**config.mk**
```make
export PLATFORM = sky130hd
export DESIGN_NAME = md_unit
export DESIGN_NICKNAME = d
export VERILOG_FILES = /design/src/rtl/md_pkg.sv /design/src/rtl/md_divider.sv /design/src/rtl/md_unit.sv
export SDC_FILE = /design/constraint.sdc
export NUM_CORES = 2
export LEC_CHECK = 0
export CAP_MARGIN = 25
export CORE_UTILIZATION = 30
export CTS_BUF_LIST = sky130_fd_sc_hd__clkbuf_4 sky130_fd_sc_hd__clkbuf_8
export DETAILED_ROUTE_END_ITERATION = 12
export PLACE_DENSITY = 0.53
export SLEW_MARGIN = 40
export SYNTH_ARGS = -nofsm -noshare
export SYNTH_HDL_FRONTEND = slang
export SYNTH_HIERARCHICAL = 1
export SYNTH_SLANG_ARGS = --single-unit
```
**constraint.sdc**
```tcl
create_clock -name Clk -period 8.7 [get_ports Clk]
set_input_delay 1.74 -clock Clk [delete_from_list [all_inputs] [get_ports Clk]]
set_output_delay 1.74 -clock Clk [all_outputs]
set_load 0.05 [all_outputs]
```
**src/rtl/md_pkg.sv**
```systemverilog
// Shared op encodings and FSM state type for the HI/LO multiply/divide unit.
// The DIV state only exists when MD_UNIT_DIV_EN is defined.
package md_pkg;

  localparam logic [2:0] OP_MULT  = 3'd0;
  localparam logic [2:0] OP_MULTU = 3'd1;
  localparam logic [2:0] OP_DIV   = 3'd2;
  localparam logic [2:0] OP_DIVU  = 3'd3;
  localparam logic [2:0] OP_MTHI  = 3'd4;
  localparam logic [2:0] OP_MTLO  = 3'd5;

  typedef enum logic [1:0] {
    S_IDLE = 2'd0,
    S_MUL  = 2'd1
`ifdef MD_UNIT_DIV_EN
    ,
    S_DIV  = 2'd2
`endif
  } md_state_e;

endpackage

```
**src/rtl/md_divider.sv**
```systemverilog
// Iterative restoring divider on operand magnitudes (one quotient bit per cycle), followed by
// a sign-fix cycle during which valid_o is high and the signed quotient/remainder are presented.
module md_divider
  import md_pkg::*;
#(
  parameter int WIDTH = 32
) (
  input  logic             clk,
  input  logic             rst,
  input  logic             start_i,
  input  logic [WIDTH-1:0] a_i,
  input  logic [WIDTH-1:0] b_i,
  input  logic             signed_i,
  output logic [WIDTH-1:0] quotient_o,
  output logic [WIDTH-1:0] remainder_o,
  output logic             valid_o
);
  localparam int CW = $clog2(WIDTH + 1);

  logic [CW-1:0]    cnt_q;
  logic             run_q, fix_q, neg_quo_q, neg_rem_q, div0_q;
  logic [WIDTH-1:0] quo_q, rem_q, dvs_q;
  logic [WIDTH:0]   shift_d, diff_d;
  logic             a_neg_d, b_neg_d;

  assign a_neg_d = signed_i & a_i[WIDTH-1];
  assign b_neg_d = signed_i & b_i[WIDTH-1];
  // The dividend shifts out of quo_q into the partial remainder as quotient bits shift in.
  assign shift_d = {rem_q, quo_q[WIDTH-1]};
  assign diff_d  = shift_d - {1'b0, dvs_q};

  always_ff @(posedge clk or posedge rst) begin
    if (rst) begin
      cnt_q     <= '0;
      run_q     <= 1'b0;
      fix_q     <= 1'b0;
      neg_quo_q <= 1'b0;
      neg_rem_q <= 1'b0;
      div0_q    <= 1'b0;
      quo_q     <= '0;
      rem_q     <= '0;
      dvs_q     <= '0;
    end else if (start_i) begin
      cnt_q     <= CW'(WIDTH);
      run_q     <= 1'b1;
      fix_q     <= 1'b0;
      neg_quo_q <= a_neg_d ^ b_neg_d;
      neg_rem_q <= a_neg_d;
      div0_q    <= (b_i == '0);
      quo_q     <= a_neg_d ? -a_i : a_i;
      rem_q     <= '0;
      dvs_q     <= b_neg_d ? -b_i : b_i;
    end else if (run_q) begin
      if (!diff_d[WIDTH]) begin
        rem_q <= diff_d[WIDTH-1:0];
        quo_q <= {quo_q[WIDTH-2:0], 1'b1};
      end else begin
        rem_q <= shift_d[WIDTH-1:0];
        quo_q <= {quo_q[WIDTH-2:0], 1'b0};
      end
      cnt_q <= cnt_q - 1'b1;
      if (cnt_q == CW'(1)) begin
        run_q <= 1'b0;
        fix_q <= 1'b1;
      end
    end else begin
      fix_q <= 1'b0;
    end
  end

  // Magnitude of most-negative wraps back onto itself, which gives MIN/-1 = MIN with no special case.
  assign valid_o     = fix_q;
  assign quotient_o  = div0_q ? '1 : (neg_quo_q ? -quo_q : quo_q);
  assign remainder_o = neg_rem_q ? -rem_q : rem_q;

endmodule

```
**src/rtl/md_unit.sv**
```systemverilog
// md_unit: MIPS-style HI/LO multiply/divide unit with fixed-latency multiply.
// Define MD_UNIT_DIV_EN to build the divider; without it DIV/DIVU are accepted as no-ops.
module md_unit
  import md_pkg::*;
#(
  parameter int WIDTH    = 32,
  parameter int MULT_LAT = 5
) (
  input  logic             Clk,
  input  logic             Reset,
  input  logic             start,
  input  logic [2:0]       op,
  input  logic [WIDTH-1:0] A,
  input  logic [WIDTH-1:0] B,
  output logic             busy,
  output logic             done,
  output logic [WIDTH-1:0] hi,
  output logic [WIDTH-1:0] lo
);
  localparam int CW = (MULT_LAT > 1) ? $clog2(MULT_LAT) : 1;

  md_state_e          state_q;
  logic [CW-1:0]      cnt_q;
  logic [WIDTH-1:0]   a_q, b_q, hi_q, lo_q;
  logic               sgn_q, busy_q, done_q;
  logic [2*WIDTH-1:0] a_ext_d, b_ext_d, prod_d;

  // Sign- or zero-extend to the full product width so one multiplier serves MULT and MULTU.
  assign a_ext_d = {{WIDTH{sgn_q & a_q[WIDTH-1]}}, a_q};
  assign b_ext_d = {{WIDTH{sgn_q & b_q[WIDTH-1]}}, b_q};
  assign prod_d  = a_ext_d * b_ext_d;

`ifdef MD_UNIT_DIV_EN
  logic             div_start_d;
  logic [WIDTH-1:0] div_quo, div_rem;
  logic             div_valid;

  assign div_start_d = start && (state_q == S_IDLE) && ((op == OP_DIV) || (op == OP_DIVU));

  md_divider #(.WIDTH(WIDTH)) u_div (
    .clk        (Clk),
    .rst        (Reset),
    .start_i    (div_start_d),
    .a_i        (A),
    .b_i        (B),
    .signed_i   (op == OP_DIV),
    .quotient_o (div_quo),
    .remainder_o(div_rem),
    .valid_o    (div_valid)
  );
`endif

  always_ff @(posedge Clk or posedge Reset) begin
    if (Reset) begin
      state_q <= S_IDLE;
      cnt_q   <= '0;
      a_q     <= '0;
      b_q     <= '0;
      sgn_q   <= 1'b0;
      busy_q  <= 1'b0;
      done_q  <= 1'b0;
      hi_q    <= '0;
      lo_q    <= '0;
    end else begin
      done_q <= 1'b0;
      case (state_q)
        S_IDLE: begin
          if (start) begin
            case (op)
              OP_MULT, OP_MULTU: begin
                a_q     <= A;
                b_q     <= B;
                sgn_q   <= (op == OP_MULT);
                cnt_q   <= CW'(MULT_LAT - 1);
                busy_q  <= 1'b1;
                state_q <= S_MUL;
              end
`ifdef MD_UNIT_DIV_EN
              OP_DIV, OP_DIVU: begin
                busy_q  <= 1'b1;
                state_q <= S_DIV;
              end
`else
              OP_DIV, OP_DIVU: ;
`endif
              OP_MTHI: hi_q <= A;
              OP_MTLO: lo_q <= A;
              default: ;
            endcase
          end
        end
        S_MUL: begin
          if (cnt_q == '0) begin
            {hi_q, lo_q} <= prod_d;
            done_q       <= 1'b1;
            busy_q       <= 1'b0;
            state_q      <= S_IDLE;
          end else begin
            cnt_q <= cnt_q - 1'b1;
          end
        end
`ifdef MD_UNIT_DIV_EN
        S_DIV: begin
          if (div_valid) begin
            hi_q    <= div_rem;
            lo_q    <= div_quo;
            done_q  <= 1'b1;
            busy_q  <= 1'b0;
            state_q <= S_IDLE;
          end
        end
`endif
        default: state_q <= S_IDLE;
      endcase
    end
  end

  assign busy = busy_q;
  assign done = done_q;
  assign hi   = hi_q;
  assign lo   = lo_q;

endmodule

```
# [Word-level counts from Yosys, hierarchy flattened]
# Index checks and enable logic that the tools add are counted.
[op_classes] n_mul=1 add_sub_neg=1 bitwise_logic=2 reduce_logical=11 n_eq_ne=10 mux=22
[op_table] op="$mux W32" count=6
[op_table] op="$pmux W32 S2" count=2
[op_table] op="$mul A33 B33 Y64" count=1
[op_table] op="$reduce_and A4 Y1" count=4
[op_table] op="$mux W3" count=3
[op_table] op="$eq A3 B3 Y1 const B" count=2
[op_table] op="$logic_not A3 Y1" count=2
[op_table] op="$mux W2" count=3
[op_table] op="$ne A2 B1 Y1 const B" count=3
[op_table] op="$ne A2 B2 Y1 const B" count=3
[op_table] op="$pmux W3 S2" count=1
[op_table] op="$reduce_and A3 Y1" count=2
[op_table] op="$mux W1" count=5
[op_table] op="$pmux W2 S2" count=1
[op_table] op="$eq A3 B1 Y1 const B" count=1
[op_table] op="$sub A3 B1 Y3 const B" count=1
[op_table] op="$and A1 B1 Y1" count=2
[op_table] op="$eq A2 B1 Y1 const B" count=1
[op_table] op="$logic_not A2 Y1" count=1
[op_table] op="$pmux W1 S2" count=1
[op_table] op="$reduce_bool A2 Y1" count=1
[op_table] op="$reduce_or A2 Y1" count=1
[totals] ff_bits=136 output_inout_bits=66

# [Longest topological paths before layout]
[logic_depth] depth_word=5 ltp_mapped=31

# [Least setup slack after synthesis]
# No wires, ideal clock.
[synth_timing] path_kind="register to register" start="register a_q[31]" end="register hi_q[29] (netlist: hi[29])" path_buffers=2 path_slack_ps=823 synth_period_minus_slack_ps=7877 setup_time_ps=142 t_arrival_ps=7736 stages_incl_launch_ff=31 required_ps=8558 cell_sequence="dfrtp_1 clkbuf_1 and2_1 clkbuf_1 nand2_1 inv_1 fa_1 inv_1 fa_1 inv_1 fa_1 fa_1 inv_1 fa_1 inv_1 fa_1 inv_1 fa_1 fa_1 inv_1 ha_1 a21oi_1 o21bai_1 a21o_1 a21o_1 a21o_1 a21o_1 a21oi_1 o21ai_0 xnor2_1 o221ai_1"
[synth_between] elab_chain_cells=4
[synth_rtl] element="start: declaration" line_no="md_unit.sv:24" rtl="logic [WIDTH-1:0] a_q, b_q, hi_q, lo_q;"
[synth_rtl] element="start signal: assignment" line_no="md_unit.sv:57" rtl="a_q <= '0;"
[synth_rtl] element="start signal: assignment" line_no="md_unit.sv:71" rtl="a_q <= A;"
[synth_rtl] element="$and A1 B1 Y1" line_no="md_unit.sv:29" rtl="assign a_ext_d = {{WIDTH{sgn_q & a_q[WIDTH-1]}}, a_q};"
[synth_rtl] element="$mul A33 B33 Y64 *" line_no="md_unit.sv:31" rtl="assign prod_d = a_ext_d * b_ext_d;"
[synth_rtl] element="$mux W32 *" line_no="md_unit.sv:93" rtl="if (cnt_q == '0) begin"
[synth_rtl] element="$pmux W32 S2 *" line_no="md_unit.sv:66" rtl="case (state_q)"
[synth_rtl] element="end signal: assignment" line_no="md_unit.sv:94" rtl="{hi_q, lo_q} <= prod_d;"
[synth_rtl] element="end: declaration" line_no="md_unit.sv:24"
# Mark *: on every way between the ends. The rest lies on a longest branch, timed or not. The select of a mux whose other input is x is not followed.
# A chain may end at the register's enable or synchronous reset.

# [Final worst setup path]
[layout_timing] start="register a_q[17]" end="register hi_q[30] (netlist: hi[30])"
[layout_between] elab_chain_cells=3
[layout_rtl] element="$mul A33 B33 Y64" line_no="md_unit.sv:31"
[layout_rtl] element="$mux W32" line_no="md_unit.sv:93"
[layout_rtl] element="$pmux W32 S2" line_no="md_unit.sv:66"
# No other way between the ends. The select of a mux whose other input is x is not followed.

==> impl_metrics.toml <==
[die]
die_area_sq_um = 146300
coreArea_sq_um = 143700
io_pins = 136
initial_core_util_pct = 30.23
die_x_um = 382.4
rows = 139
die_h_um = 382.4

[clock_network]
cts_tree = "yes"
cts.sinks = 134
cts_buffers = 17
hold_buffers = 0
htreeDepth = 4
clkTransAtPathRegs_ns = 0.08
clock_latency_ns = 0.59
cts_root_buf = "clkbuf_8"
cts_max_path_buffers = 2

[outcome]
status = "finished with violations"
violations = "design-rule violations"

[setup_path]
crit_end = "hi[30]"
end_kind = "register"
critPathKind = "register to register"
cp_max_fo = 20
ff2ff_path_depth = 26
cp-start-kind = "register"
regToRegSetupSlack_ns = 0.37
worstPathRequired_ns = 9.16
critical_path.startpoint = "a_q[17]"
rr_endpoint = "hi[30]"
r2r_start = "a_q[17]"
arrival_ns = 8.78

[global_route]
antenna_found_initial = 8
track_usage_pct = 18.30
grt_pass1_wl_um = 203500
grt_pass1_vias = 33510
grt_max_degree = 86
grt.overflow.total = 0

[synthesis]
yosys-top-cells-area = "fa_1 (52%), inv_1 (9.7%), dfrtp_1 (7.7%)"
ys_types = 70
ys_ff_latch = 134
syn_inst = 4650
async_reset_ff_share_pct = 100.0
synth_warnings = 6
syn_area_sq_um = 43420
synth_nets = 6059
ys.flop_type = "dfrtp_1"
syn_area_per_cell_sq_um = 9.338
synth_edf_count = 0
synth_top_area_share_pct = 51.87
yosysSeqAreaShare_pct = 7.723
yosys.area.top_type = "fa_1"

[placement]
port_buffers = 135
hpwl_um = 108400
gp_congestion = 0.8765
placed_cells = 6563

[sta]
fmax_ghz = 0.1201
finalCriticalPeriod_ns = 8.328
maxSlewViolCount = 0
worstMarginPinSlew_ns = 0.8738
setup_violations = 0
final.setup_skew_ns = 0.03061
rsz0062_at_grt = "false"
final_hold_viol_count = 0
relSlewSlack_pct = 41.74
setup_tns_ns = 0
min_period_over_period_pct = 95.73

[job]
cap_viol_max_count = 0

[finish]
drive_above_1_share_pct = 6.045
multi_input_area_sq_um = 34870
fin_cells = 6603
final_cell_mix = "inv_1 (1,125), fa_1 (1,125), nand2_1 (780)"
synthToLayoutAreaGrowth_pct = 10.03
nFillCells = 15050
nets = 6095
regArea_sq_um = 3363

[worst_hold_path]
min_path_type = "register to register"
hold_start = "cnt_q[0]"

[route]
drt_iter0_markers = 1890
wl_um = 129000
wire_per_inst_um = 19.53
drc = 28
detail-route-antenna-nets = 0
via_count = 31040
via_per_inst = 4.701
first_pass_iters = 10
[cells in the mapped netlist, drive strengths merged (18+ instances only)]
master and count:
clkbuf 251, xnor2 50, inv 1127, mux2 66, mux2i 18, nor2b 29
o21ai 76, nand2 781, ha 214, xor2 20, a21oi 109, fa 1125
dfrtp 134, and2 346, nor2 71, and3 30, a21o 37
[state kept, by name, indices dropped and copies added (netlist names)]
register / flops
a_q: 32
b_q: 32
busy: 1
cnt_q: 3
done: 1
hi: 32
lo: 32
sgn_q: 1
[kinds of logic after synthesis]
family	Yosys count	synth area share, %
simple gates	1327	14.22
buf+inv	1389	12.02
mux	84	2.127
flops	134	7.723
fa+ha+maj	1339	58.04
compound gates	307	4.455
xor+xnor	70	1.412
[through the flow]
stage               instance area (sq um)  setup slack, ns  hold slack [ns]  utilization (%)
finish                              47770           0.3719           0.4867            33.26
floorplan                           43420           0.8227           0.4510                -
global placement                    47260           0.3767           0.4634            32.90
CTS                                 47710           0.3610           0.4912            33.21
global route                        47770          0.01668           0.5123            33.25
detailed placement                  47320           0.4540           0.4699            32.94
[worst min path at each step]
stage | end | slack (ns) | depth (start not counted)
after floorplan | cnt_q[0] | 0.45 | 1
after global placement | lo[15] | 0.46 | 2
after detailed placement | lo[13] | 0.47 | 2
after CTS | lo[2] | 0.49 | 2
after global routing | cnt_q[0] | 0.51 | 1
final | cnt_q[0] | 0.49 | 1
[critical path: stages (launching register included)]
cell	delay (ns)
dfrtp_1	0.83
buf_4	0.43
nand2_1	0.12
fa_1	0.46
fa_1	0.51
inv_1	0.06
fa_1	0.53
inv_1	0.05
fa_1	0.48
fa_1	0.54
inv_1	0.07
fa_1	0.45
fa_1	0.48
inv_1	0.05
fa_1	0.50
inv_1	0.05
ha_1	0.41
o21ai_1	0.16
a2111oi_2	0.55
and3_1	0.32
nand3b_1	0.13
nand2_1	0.10
a31oi_1	0.24
o21ai_2	0.14
o21ai_0	0.28
nand4_1	0.13
o211a_1	0.16
[final cells by class]
| type | instances | share of cell area (%) |
|---|---|---|
| multi-input combinational | 3127 | 73.00 |
| inverter | 1129 | 8.894 |
| sequential | 134 | 7.040 |
| timing repair buffer | 277 | 5.264 |
| tap | 1903 | 4.984 |
| clock buffer | 18 | 0.5186 |
| clock inverter | 13 | 0.2881 |
| antenna | 2 | 0.01048 |
[metal layers]
layer	track usage, %	wire length (um)	vias up
li1	-	-	13500
met1	25.01	56160	16560
met2	30.62	62910	809
met3	1.735	5715	169
met4	5.519	4200	0
met5	0	0	-
[repair_timing]
action | CTS | global route
setup buffers | 0 | 7
resized for setup | 0 | 2
setup endpoints to repair | 0 | 2
endpoints found under the hold margin | 0 | 0
Power is left out: the tool's default activity adds up to more than one toggle a clock period on the data nets, which glitch-free logic cannot reach.
